===== config.mk =====
export PLATFORM = sky130hd
export DESIGN_NAME = i2c_write_master
export DESIGN_NICKNAME = d
export VERILOG_FILES = /design/src/rtl/i2c_write_master.sv
export SDC_FILE = /design/constraint.sdc
export NUM_CORES = 1
export LEC_CHECK = 0
export ABC_AREA = 1
export CORE_AREA = 4 4 82 84
export DETAILED_ROUTE_END_ITERATION = 10
export DIE_AREA = 0 0 86 88
export GPL_TIMING_DRIVEN = 0
export SLEW_MARGIN = 20
export SYNTH_ARGS = -nofsm -noshare
export SYNTH_HDL_FRONTEND = slang
export SYNTH_SLANG_ARGS = --single-unit

===== constraint.sdc =====
create_clock -name clk -period 2.8 [get_ports clk]
set_input_delay 0.56 -clock clk [delete_from_list [all_inputs] [get_ports clk]]
set_output_delay 0.56 -clock clk [all_outputs]
set_load 0.1 [all_outputs]

===== src/rtl/i2c_write_master.sv =====
// i2c_write_master: single-frame I2C write (addr+W, two data bytes) on open-drain SCL/SDA.
// Define I2C_ACK_CHECK_EN to flag a NACK in ack_error and cut the frame short to STOP.
module i2c_write_master #(
  parameter int CLK_DIV = 125
) (
  input  logic       clk,
  input  logic       rst_n,
  input  logic       start,
  input  logic [6:0] address,
  input  logic [7:0] data_0,
  input  logic [7:0] data_1,
  input  logic       sda_i,
  output logic       busy,
  output logic       done,
  output logic       ack_error,
  output logic       scl_o,
  output logic       sda_oe
);
  localparam int DW = CLK_DIV > 1 ? $clog2(CLK_DIV) : 1;
  typedef enum logic [1:0] {IDLE, START, BITS, STOP} state_t;
  state_t      st_q, st_d;
  logic [DW-1:0] div_q, div_d;
  logic [1:0]  q_q, q_d;
  logic [4:0]  slot_q, slot_d;
  logic [26:0] sh_q, sh_d;
  logic        ack_err_q, ack_err_d;
  logic        scl_d, oe_d, busy_d, done_d, tick;
`ifdef I2C_ACK_CHECK_EN
  logic        ack_slot;
  assign ack_slot = slot_q == 5'd8 || slot_q == 5'd17 || slot_q == 5'd26;
  assign ack_err_d = (st_q == IDLE && start) ? 1'b0 :
                     ack_err_q | (st_q == BITS && tick && q_q == 2'd2 && ack_slot && sda_i);
`else
  logic        unused_sda;
  assign unused_sda = sda_i;
  assign ack_err_d = 1'b0;
`endif
  always_comb begin
    tick = div_q == DW'(CLK_DIV - 1);
    st_d = st_q;
    q_d = q_q;
    slot_d = slot_q;
    sh_d = sh_q;
    div_d = (st_q == IDLE || tick) ? '0 : div_q + 1'b1;
    if (st_q == IDLE) begin
      if (start) begin
        st_d = START;
        q_d = '0;
        slot_d = '0;
        sh_d = {address, 1'b0, 1'b1, data_0, 1'b1, data_1, 1'b1};
      end
    end else if (tick) begin
      q_d = q_q + 2'd1;
      if (q_q == 2'd3) begin
        if (st_q == START) st_d = BITS;
        else if (st_q == STOP) st_d = IDLE;
        else if (slot_q == 5'd26 || ack_err_q) st_d = STOP;
        else begin
          slot_d = slot_q + 5'd1;
          sh_d = {sh_q[25:0], 1'b0};
        end
      end
    end
    // Outputs are computed for the quarter being entered so they change on the quarter boundary.
    scl_d = st_d == START ? q_d != 2'd3 : st_d == BITS ? q_d[1] : st_d == STOP ? q_d != 2'd0 : 1'b1;
    oe_d = st_d == START ? q_d != 2'd0 : st_d == BITS ? ~sh_d[26] : st_d == STOP ? ~q_d[1] : 1'b0;
    busy_d = st_d != IDLE;
    done_d = st_q == STOP && tick && q_q == 2'd3;
  end
  always_ff @(posedge clk or negedge rst_n) begin
    if (!rst_n) begin
      st_q <= IDLE;
      div_q <= '0;
      q_q <= '0;
      slot_q <= '0;
      sh_q <= '0;
      ack_err_q <= 1'b0;
      scl_o <= 1'b1;
      sda_oe <= 1'b0;
      busy <= 1'b0;
      done <= 1'b0;
    end else begin
      st_q <= st_d;
      div_q <= div_d;
      q_q <= q_d;
      slot_q <= slot_d;
      sh_q <= sh_d;
      ack_err_q <= ack_err_d;
      scl_o <= scl_d;
      sda_oe <= oe_d;
      busy <= busy_d;
      done <= done_d;
    end
  end
  assign ack_error = ack_err_q;
endmodule


; Yosys cells after proc, flatten, opt, wreduce, memory -nomap -nowiden
; Index checks and enable logic that the tools add are counted.
[totals]
wordCells = 68
inputBits = 27
ff_bits = 47
out_inout_bits = 5
[op_classes]
bitwise = 2
addsub = 3
n_eq_ne = 13
n_reduce_logical = 9
n_mux = 31
[op_table]
columns = operator, count
row1 = two-way mux 27 bit, 7
row2 = two-way mux 5 bit, 7
row3 = two-way mux 2 bit, 10
row4 = inequality test 2 bit (second input constant), 5
row5 = == test 2 bit (second input constant), 4
row6 = nonzero test 2 bit, 4
row7 = adder 7 x 1 -> 7 bit (second input constant), 1
row8 = == test 7 bit (second input constant), 1
row9 = two-way mux 7 bit, 1
row10 = two-way mux 1 bit, 6
row11 = AND reduction 6 bit, 1
row12 = adder 5 x 1 -> 5 bit (second input constant), 1
row13 = == test 5 bit (second input constant), 1
row14 = == test 2 x 1 -> 1 bit (second input constant), 2
row15 = adder 2 x 1 -> 2 bit (second input constant), 1
row16 = logical AND 1 bit, 2
row17 = logical NOT 2 bit, 1
row18 = NOT 1 bit, 2
row19 = logical OR 1 bit, 1

; Longest topological paths before layout
; Gate-level depths: netlist of the first run.
[logic_depth]
ltp_word = 11
ltp_mapped = 13
ltp_nobuf = 13

; Worst setup path before layout of the first run
; OpenSTA, ideal clock, no wires.
[synth_timing]
path_type = reg-to-reg
startpoint = register slot_q[0]
endpoint = register sh_q[8]
path_stages_with_launch = 14
arrival_ns = 1.466
setup_ns = 0.124
path_slack_ns = 1.209
period_less_slack_ns = 1.591
path_buffers = 1
required_time_ns = 2.676
path_cell_list = dfrtp_1 -> inv_1 -> ha_1 -> nand2_1 -> inv_1 -> nand2_2 -> nand2_2 -> nor2_4 -> nand2_8 -> nand2_8 -> inv_6 -> buf_12 -> nand2_2 -> nand2_1
[synth_via]
elab_chain_cells = 3
[synth_lines]
columns = item, line
row1 = from (decl), 24  ; logic [4:0] slot_q, slot_d;
row2 = from (signal assigned), 86  ; slot_q <= slot_d;
row3 = == test 5 bit, 57  ; else if (slot_q == 5'd26 || ack_err_q) st_d = STOP;
row4 = inequality test 2 bit (no source line), --
row5 = AND reduction 6 bit (no source line), --
row6 = to (signal assigned), 76  ; sh_q <= '0;
row7 = to (signal assigned), 87  ; sh_q <= sh_d;
row8 = to (decl), 25  ; logic [26:0] sh_q, sh_d;
; Every way passes these cells.
; A chain may end at the register's enable or synchronous reset.

; Worst setup path in the final report of the first run
[layout_timing]
startpoint = register scl_o
endpoint = output port scl_o
[layout_lines]
columns = item, line
row1 = from (decl), 16  ; output logic scl_o,
row2 = from (signal assigned), 89  ; scl_o <= scl_d;
; No word-level cell between the ends.

==> results.sh, run 1 <==
export IMPL_dieWidth_um=86
export IMPL_antenna_found_initial=0
export IMPL_synth_cell_types=36
export IMPL_cts_buffer_depth=2
export IMPL_synth_seq_area_share=0.502
export IMPL_dp_cells=356
export IMPL_cp_top_family="buffers and inverters"
export IMPL_p_leak_nw=1.39
export IMPL_synth_area_um2=2350
export IMPL_drtAntennaViolNets=0
export IMPL_avgSynthCellArea_um2=9.35
export IMPL_power_density_nw_per_um2=648
export IMPL_whs_ns=0.237
export IMPL_grt_pass1_vias=1826
export IMPL_end_kind="output pin"
export IMPL_routed_wl_mm=4.42
export IMPL_switching_share=0.325
export IMPL_final_common_cell="nand2_1"
export IMPL_comb_power_share=0.257
export IMPL_root_buffer="clkbuf_8"
export IMPL_h_tree_depth=2
export IMPL_synth_nets=283
export IMPL_ir_drop_uv=483
export IMPL_crit_path_top_delay_cell="clkdlybuf4s50_1"
export IMPL_min_period_ns=2.51
export IMPL_gp_congestion=0.765
export IMPL_core_um2=5920
export IMPL_hold_viol_final=0
export IMPL_avgViaCountPerCell=4.83
export IMPL_clk_pin_slew_worst_paths_ns=0.09
export IMPL_crit_arrival_ns=1.95
export IMPL_worst_path_max_fanout=1
export IMPL_ctsHoldBuffers=0
export IMPL_fin_skew_ns=0.00658
export IMPL_clkPwrFrac=0.260
export IMPL_io_pins=32
export IMPL_path_buf_inv=1
export IMPL_insertion_delay_ns=0.30
export IMPL_holdCritPathClass="input port to async pin"
export IMPL_cts_buffers=5
export IMPL_cp_slowest_stage_delay_ns=1.12
export IMPL_crit_required_ns=2.24
export IMPL_fillCellCount=543
export IMPL_place_hpwl_mm=3.26
export IMPL_power_switching_mw=0.600
export IMPL_yosys_register_bits=47
export IMPL_antenna_cells=0
export IMPL_instances_no_fill=363
export IMPL_fmax_mhz=398
export IMPL_fp_dieH_um=88
export IMPL_finalSetupTns_ns=0
export IMPL_cp_cell_sequence="clkdlybuf4s50_1"
export IMPL_grt_pass1_wl_mm=8.07
export IMPL_fin_nets=320
export IMPL_synth_area_leader_cell="dfrtp_1"
export IMPL_final_cell_mix="nand2_1 (57), dfrtp_1 (46), clkdlybuf4s50_1 (28), inv_1 (23), a22oi_1 (23)"
export IMPL_drc_errors=0
export IMPL_io_buffers=29
export IMPL_outcome="finished, final reports clean"
export IMPL_relSlewSlack=0.353
export IMPL_p_int_mw=1.25
export IMPL_layout_drive_gt1_share=0.177
export IMPL_dr_pass1_iters=4
export IMPL_grt_start_max_net_pins=26
export IMPL_crit_path_start_kind="flip-flop"
export IMPL_wire_per_inst_um=12.2
export IMPL_crit_path_start="scl_o"
export IMPL_cts_resized=0
export IMPL_timing_final_crit_share=0.896
export IMPL_post_cts_buffers=0
export IMPL_yosysTopAreaCellShare=0.491
export IMPL_reg2reg_from="slot_q[0]"
export IMPL_seqPwrFrac=0.483
export IMPL_initial_core_util=0.396
export IMPL_worst_setup_path_type="flip-flop to output pin"
export IMPL_setup_violations=0
export IMPL_cts_tree="done"
export IMPL_synthCells=251
export IMPL_cts_sinks=47
export IMPL_dieArea_um2=7570
export IMPL_cap_violations=0
export IMPL_vias=1753
export IMPL_slew_violations=0
export IMPL_tightest_slew_ns=0.967
export IMPL_rsz0062_at_grt="false"
export IMPL_synthTopCellsByArea="dfrtp_1 (49%), nand2_1 (9.1%), a22oi_1 (7.4%)"
export IMPL_grt_ovfl_total=0
export IMPL_num_rows=28
export IMPL_drtIter0Drc=76
export IMPL_syn2layout_area_growth_pct=21.4
export IMPL_yosys_warnings=0
export IMPL_grt_usage=0.132
-- power groups by stage --
stage / clock network, mW / logic, mW / registers [mW]
final: 0.481 / 0.473 / 0.891
after floorplan: 0 / 0.275 / 0.967
after CTS: 0.499 / 0.482 / 0.892
after detailed placement: 0 / 0.481 / 0.904
after global placement: 0 / 0.465 / 0.905
after global routing: 0.531 / 0.545 / 0.910
-- sequential cells by signal, summed over array words and instances, names as in the netlist --
register and flops:
st_q 2, sda_oe 1, div_q 7, sh_q 27
slot_q 5, busy 1, done 1, scl_o 1
q_q 2
-- per-layer routing --
metal / track usage / share of wire
met4: 0.0432 / 0.013
met3: 0.0367 / 0.051
met2: 0.222 / 0.46
met5: 0 / 0
met1: 0.165 / 0.48
-- kinds of logic (layout without fill, tap and decap cells) --
family,count (synthesis),after routing,share of synthesized area
other,1,1,0.00160
buffers and inverters,36,73,0.0805
adder cells (fa/ha/maj),5,5,0.0267
AO/OA/AOI/OAI,38,38,0.111
XOR/XNOR,1,1,0.00373
flip-flops,47,47,0.502
AND/OR/NAND/NOR,123,123,0.274
-- area by class of cell --
class	count	area, um2	area share
inverters	30	125	0.0439
repair buffers	30	305	0.107
multi-input cells	168	980	0.344
plain buffers	6	63.8	0.0224
clock buffers	6	72.6	0.0255
clock inverters	1	30.0	0.0105
well taps	75	93.8	0.0330
flip-flops and latches	47	1180	0.413
-- cell usage after synthesis --
master    instances
xor2_1            1
nand2_1          57
buf_4             1
nand2_8           2
nand3_1          12
clkinv_4          1
nand4_1           1
dfrtp_1          46
ha_1              5
o21ai_1           3
a22oi_1          23
a21oi_1           3
nor3_1            6
nor2_4            3
nor3b_4           1
conb_1            1
buf_8             1
inv_6             1
nand3_2           2
a21oi_2           1
dfstp_2           1
o21bai_1          1
inv_4             1
a22o_1            1
nand3_4           1
o21ai_0           3
buf_2             2
inv_2             4
buf_6             1
nor3b_1           2
inv_1            23
buf_12            1
nand2_4           1
nand2_2          18
o22ai_1           3
nor2_1           17
-- stage by stage --
step / utilization / setup slack [ns] / cell area [um2] / power, mW
4_1_cts: 0.481 / 0.273 / 2850 / 1.87
2_1_floorplan: - / 1.21 / 2350 / 1.24
3_5_place_dp: 0.464 / 0.625 / 2750 / 1.39
5_1_grt: 0.481 / 0.244 / 2850 / 1.99
3_3_place_gp: 0.461 / -0.215 / 2730 / 1.37
6_report: 0.481 / 0.290 / 2850 / 1.85
-- final timing paths --
kind                                  to  slack (ns)  cells after the start
worst max-delay path               scl_o        0.29                      1
worst min-delay path            sh_q[15]        0.24                      1
worst max register to register  sh_q[22]        1.03                     13
worst min register to register  sh_q[23]        0.48                      2
max in group asynchronous        sh_q[1]        2.05                      2
min in group clk                sh_q[23]        0.48                      2
No activity file was read; power rests on OpenSTA's default activity.
==> run 2: changes to the inputs <==
--- a/config.mk
+++ b/config.mk
@@ -6,9 +6,9 @@
 export NUM_CORES = 1
 export LEC_CHECK = 0
 export ABC_AREA = 1
-export CORE_AREA = 4 4 82 84
+export CORE_AREA = 4 4 114 62
 export DETAILED_ROUTE_END_ITERATION = 10
-export DIE_AREA = 0 0 86 88
+export DIE_AREA = 0 0 118 66
 export GPL_TIMING_DRIVEN = 0
 export SLEW_MARGIN = 20
 export SYNTH_ARGS = -nofsm -noshare
==> run 2 against run 1 <==
Effect of this change: critical path depth unchanged; final area is 2.6% higher; via count down 0.97%; largest cell class unchanged; largest power group unchanged.
==> results.sh, run 2 (synthesized netlist as in run 1, its figures left out) <==
export IMPL_outcome="finished, final reports clean"
export IMPL_dp_cells=358
export IMPL_met1_length_mm=2.29
export IMPL_clkPwrFrac=0.335
export IMPL_layout_drive_gt1_share=0.183
export IMPL_crit_path_start="scl_o"
export IMPL_final_common_cell="nand2_1"
export IMPL_ir_drop_uv=367
export IMPL_p_total_mw=2.06
export IMPL_grt_pass1_wl_mm=8.14
export IMPL_place_hpwl_mm=3.35
export IMPL_fin_skew_ns=0.00338
export IMPL_largest_reg_flops=27
export IMPL_finalSetupTns_ns=0
export IMPL_drtIter0Drc=116
export IMPL_grt_start_max_net_pins=32
export IMPL_fmax_mhz=401
export IMPL_ctsHoldBuffers=0
export IMPL_cp_top_family="buffers and inverters"
export IMPL_switching_share=0.308
export IMPL_hold_viol_final=0
export IMPL_routed_wl_mm=4.58
export IMPL_fillCellCount=552
export IMPL_cp_cell_sequence="clkdlybuf4s50_1"
export IMPL_instances_no_fill=366
export IMPL_io_buffers=29
export IMPL_comb_power_share=0.229
export IMPL_drc_errors=0
export IMPL_vias=1736
export IMPL_cts_buffer_depth=2
export IMPL_p_leak_nw=1.43
export IMPL_setup_violations=0
export IMPL_dieArea_um2=7790
export IMPL_timing_final_crit_share=0.891
export IMPL_rsz0062_at_grt="false"
export IMPL_initial_core_util=0.394
export IMPL_final_cell_mix="nand2_1 (57), dfrtp_1 (46), clkdlybuf4s50_1 (28), inv_1 (23), a22oi_1 (23)"
export IMPL_cap_violations=0
export IMPL_power_density_nw_per_um2=706
export IMPL_tightest_slew_ns=0.967
export IMPL_end_kind="output pin"
export IMPL_grt_pass1_vias=1788
export IMPL_path_buf_inv=1
export IMPL_relSlewSlack=0.353
export IMPL_dr_wl_met3_um=183
export IMPL_reg2reg_from="slot_q[0]"
export IMPL_min_period_ns=2.49
export IMPL_worst_path_max_fanout=1
export IMPL_crit_required_ns=2.24
export IMPL_post_cts_buffers=0
export IMPL_routed_wl_met2_mm=2.06
export IMPL_power_switching_mw=0.634
export IMPL_worst_setup_path_type="flip-flop to output pin"
export IMPL_cts_tree="done"
export IMPL_holdCritPathClass="input port to async pin"
export IMPL_slew_violations=0
export IMPL_dieWidth_um=118
export IMPL_antenna_cells=0
export IMPL_antenna_found_initial=0
export IMPL_biggestRegsByFlops="sh_q: 27 flops, div_q: 7 flops, slot_q: 5 flops"
export IMPL_setup_ws_ns=0.306
export IMPL_clk_pin_slew_worst_paths_ns=0.06
export IMPL_insertion_delay_ns=0.28
export IMPL_post_place_ws_ns=0.616
export IMPL_gp_congestion=0.797
export IMPL_cp_slowest_stage_delay_ns=1.12
export IMPL_num_rows=20
export IMPL_core_um2=5960
export IMPL_avgViaCountPerCell=4.74
export IMPL_routed_top_layer="met4"
export IMPL_syn2layout_area_growth_pct=24.5
export IMPL_seqPwrFrac=0.436
export IMPL_crit_path_top_delay_cell="clkdlybuf4s50_1"
export IMPL_cts_sinks=47
export IMPL_drtAntennaViolNets=0
export IMPL_regMostFlops="sh_q"
export IMPL_grt_usage=0.129
export IMPL_root_buffer="clkbuf_16"
export IMPL_cts_buffers=5
export IMPL_crit_arrival_ns=1.93
export IMPL_fp_dieH_um=66
export IMPL_multi_input_area_um2=980
export IMPL_cts_resized=0
export IMPL_h_tree_depth=2
export IMPL_grt_ovfl_total=0
export IMPL_fin_nets=320
export IMPL_ff_latch_area_um2=1180
export IMPL_crit_path_start_kind="flip-flop"
export IMPL_p_int_mw=1.43
export IMPL_wire_per_inst_um=12.5
export IMPL_dr_pass1_iters=4
export IMPL_final_util=0.491
export IMPL_io_pins=32
==> run 2: power groups by stage <==
stage / logic (mW) / clock network (mW) / registers (mW)
final: 0.473 / 0.691 / 0.899
after global routing: 0.535 / 0.732 / 0.915
after CTS: 0.481 / 0.701 / 0.898
after detailed placement: 0.478 / 0 / 0.909
after global placement: 0.458 / 0 / 0.907
after floorplan: 0.275 / 0 / 0.967
==> run 2: cell type report <==
cell class                      instances  area share
Buffer                                  6      0.0218
Clock buffer                            6      0.0475
Clock inverter                          2      0.0120
Inverter                               30      0.0428
Multi-Input combinational cell        168       0.335
Sequential cell                        47       0.403
Tap cell                               77      0.0330
Timing Repair Buffer                   30       0.104
==> run 2: through the flow <==
| step | area (um2) | hold slack, ns |
|---|---|---|
| after global routing | 2920 | 0.229 |
| after CTS | 2920 | 0.209 |
| final | 2920 | 0.197 |
| after global placement | 2730 | 0.463 |
| after detailed placement | 2750 | 0.469 |
| after floorplan | 2350 | 0.264 |
==> run 2: metal layers <==
layer	global-route usage	vias up
met5	0	-
met4	0.0394	0
met1	0.167	810
met3	0.0385	5
li1	-	892
met2	0.213	29
==> run 2: worst paths after layout <==
kind	endpoint	slack [ns]	cells past startpoint
max reg2reg	sh_q[24]	1.01	13
min in group clk	sh_q[0]	0.48	2
min	q_q[0]	0.20	1
max	scl_o	0.31	1
max in group asynchronous	sh_q[12]	2.11	2
min reg2reg	sh_q[0]	0.48	2
==> run 3: changes to the inputs <==
==> constraint.sdc (replaced) <==
create_clock -name clk -period 2.9 [get_ports clk]
set_input_delay 0.58 -clock clk [delete_from_list [all_inputs] [get_ports clk]]
set_output_delay 0.58 -clock clk [all_outputs]
set_load 0.1 [all_outputs]
==> results of run 3 <==
The final DEF is identical to that of run 2. Status: finished, final reports clean.
Main changes from that run: setup slack after placement 0.616 ns -> 0.696 ns; setup slack after layout 0.306 ns -> 0.386 ns; hold slack 0.197 ns -> 0.217 ns; register-to-register setup slack 1.01 ns -> 1.11 ns; total power 2.06 mW -> 1.99 mW; worst IR drop on VDD 367 uV -> 354 uV
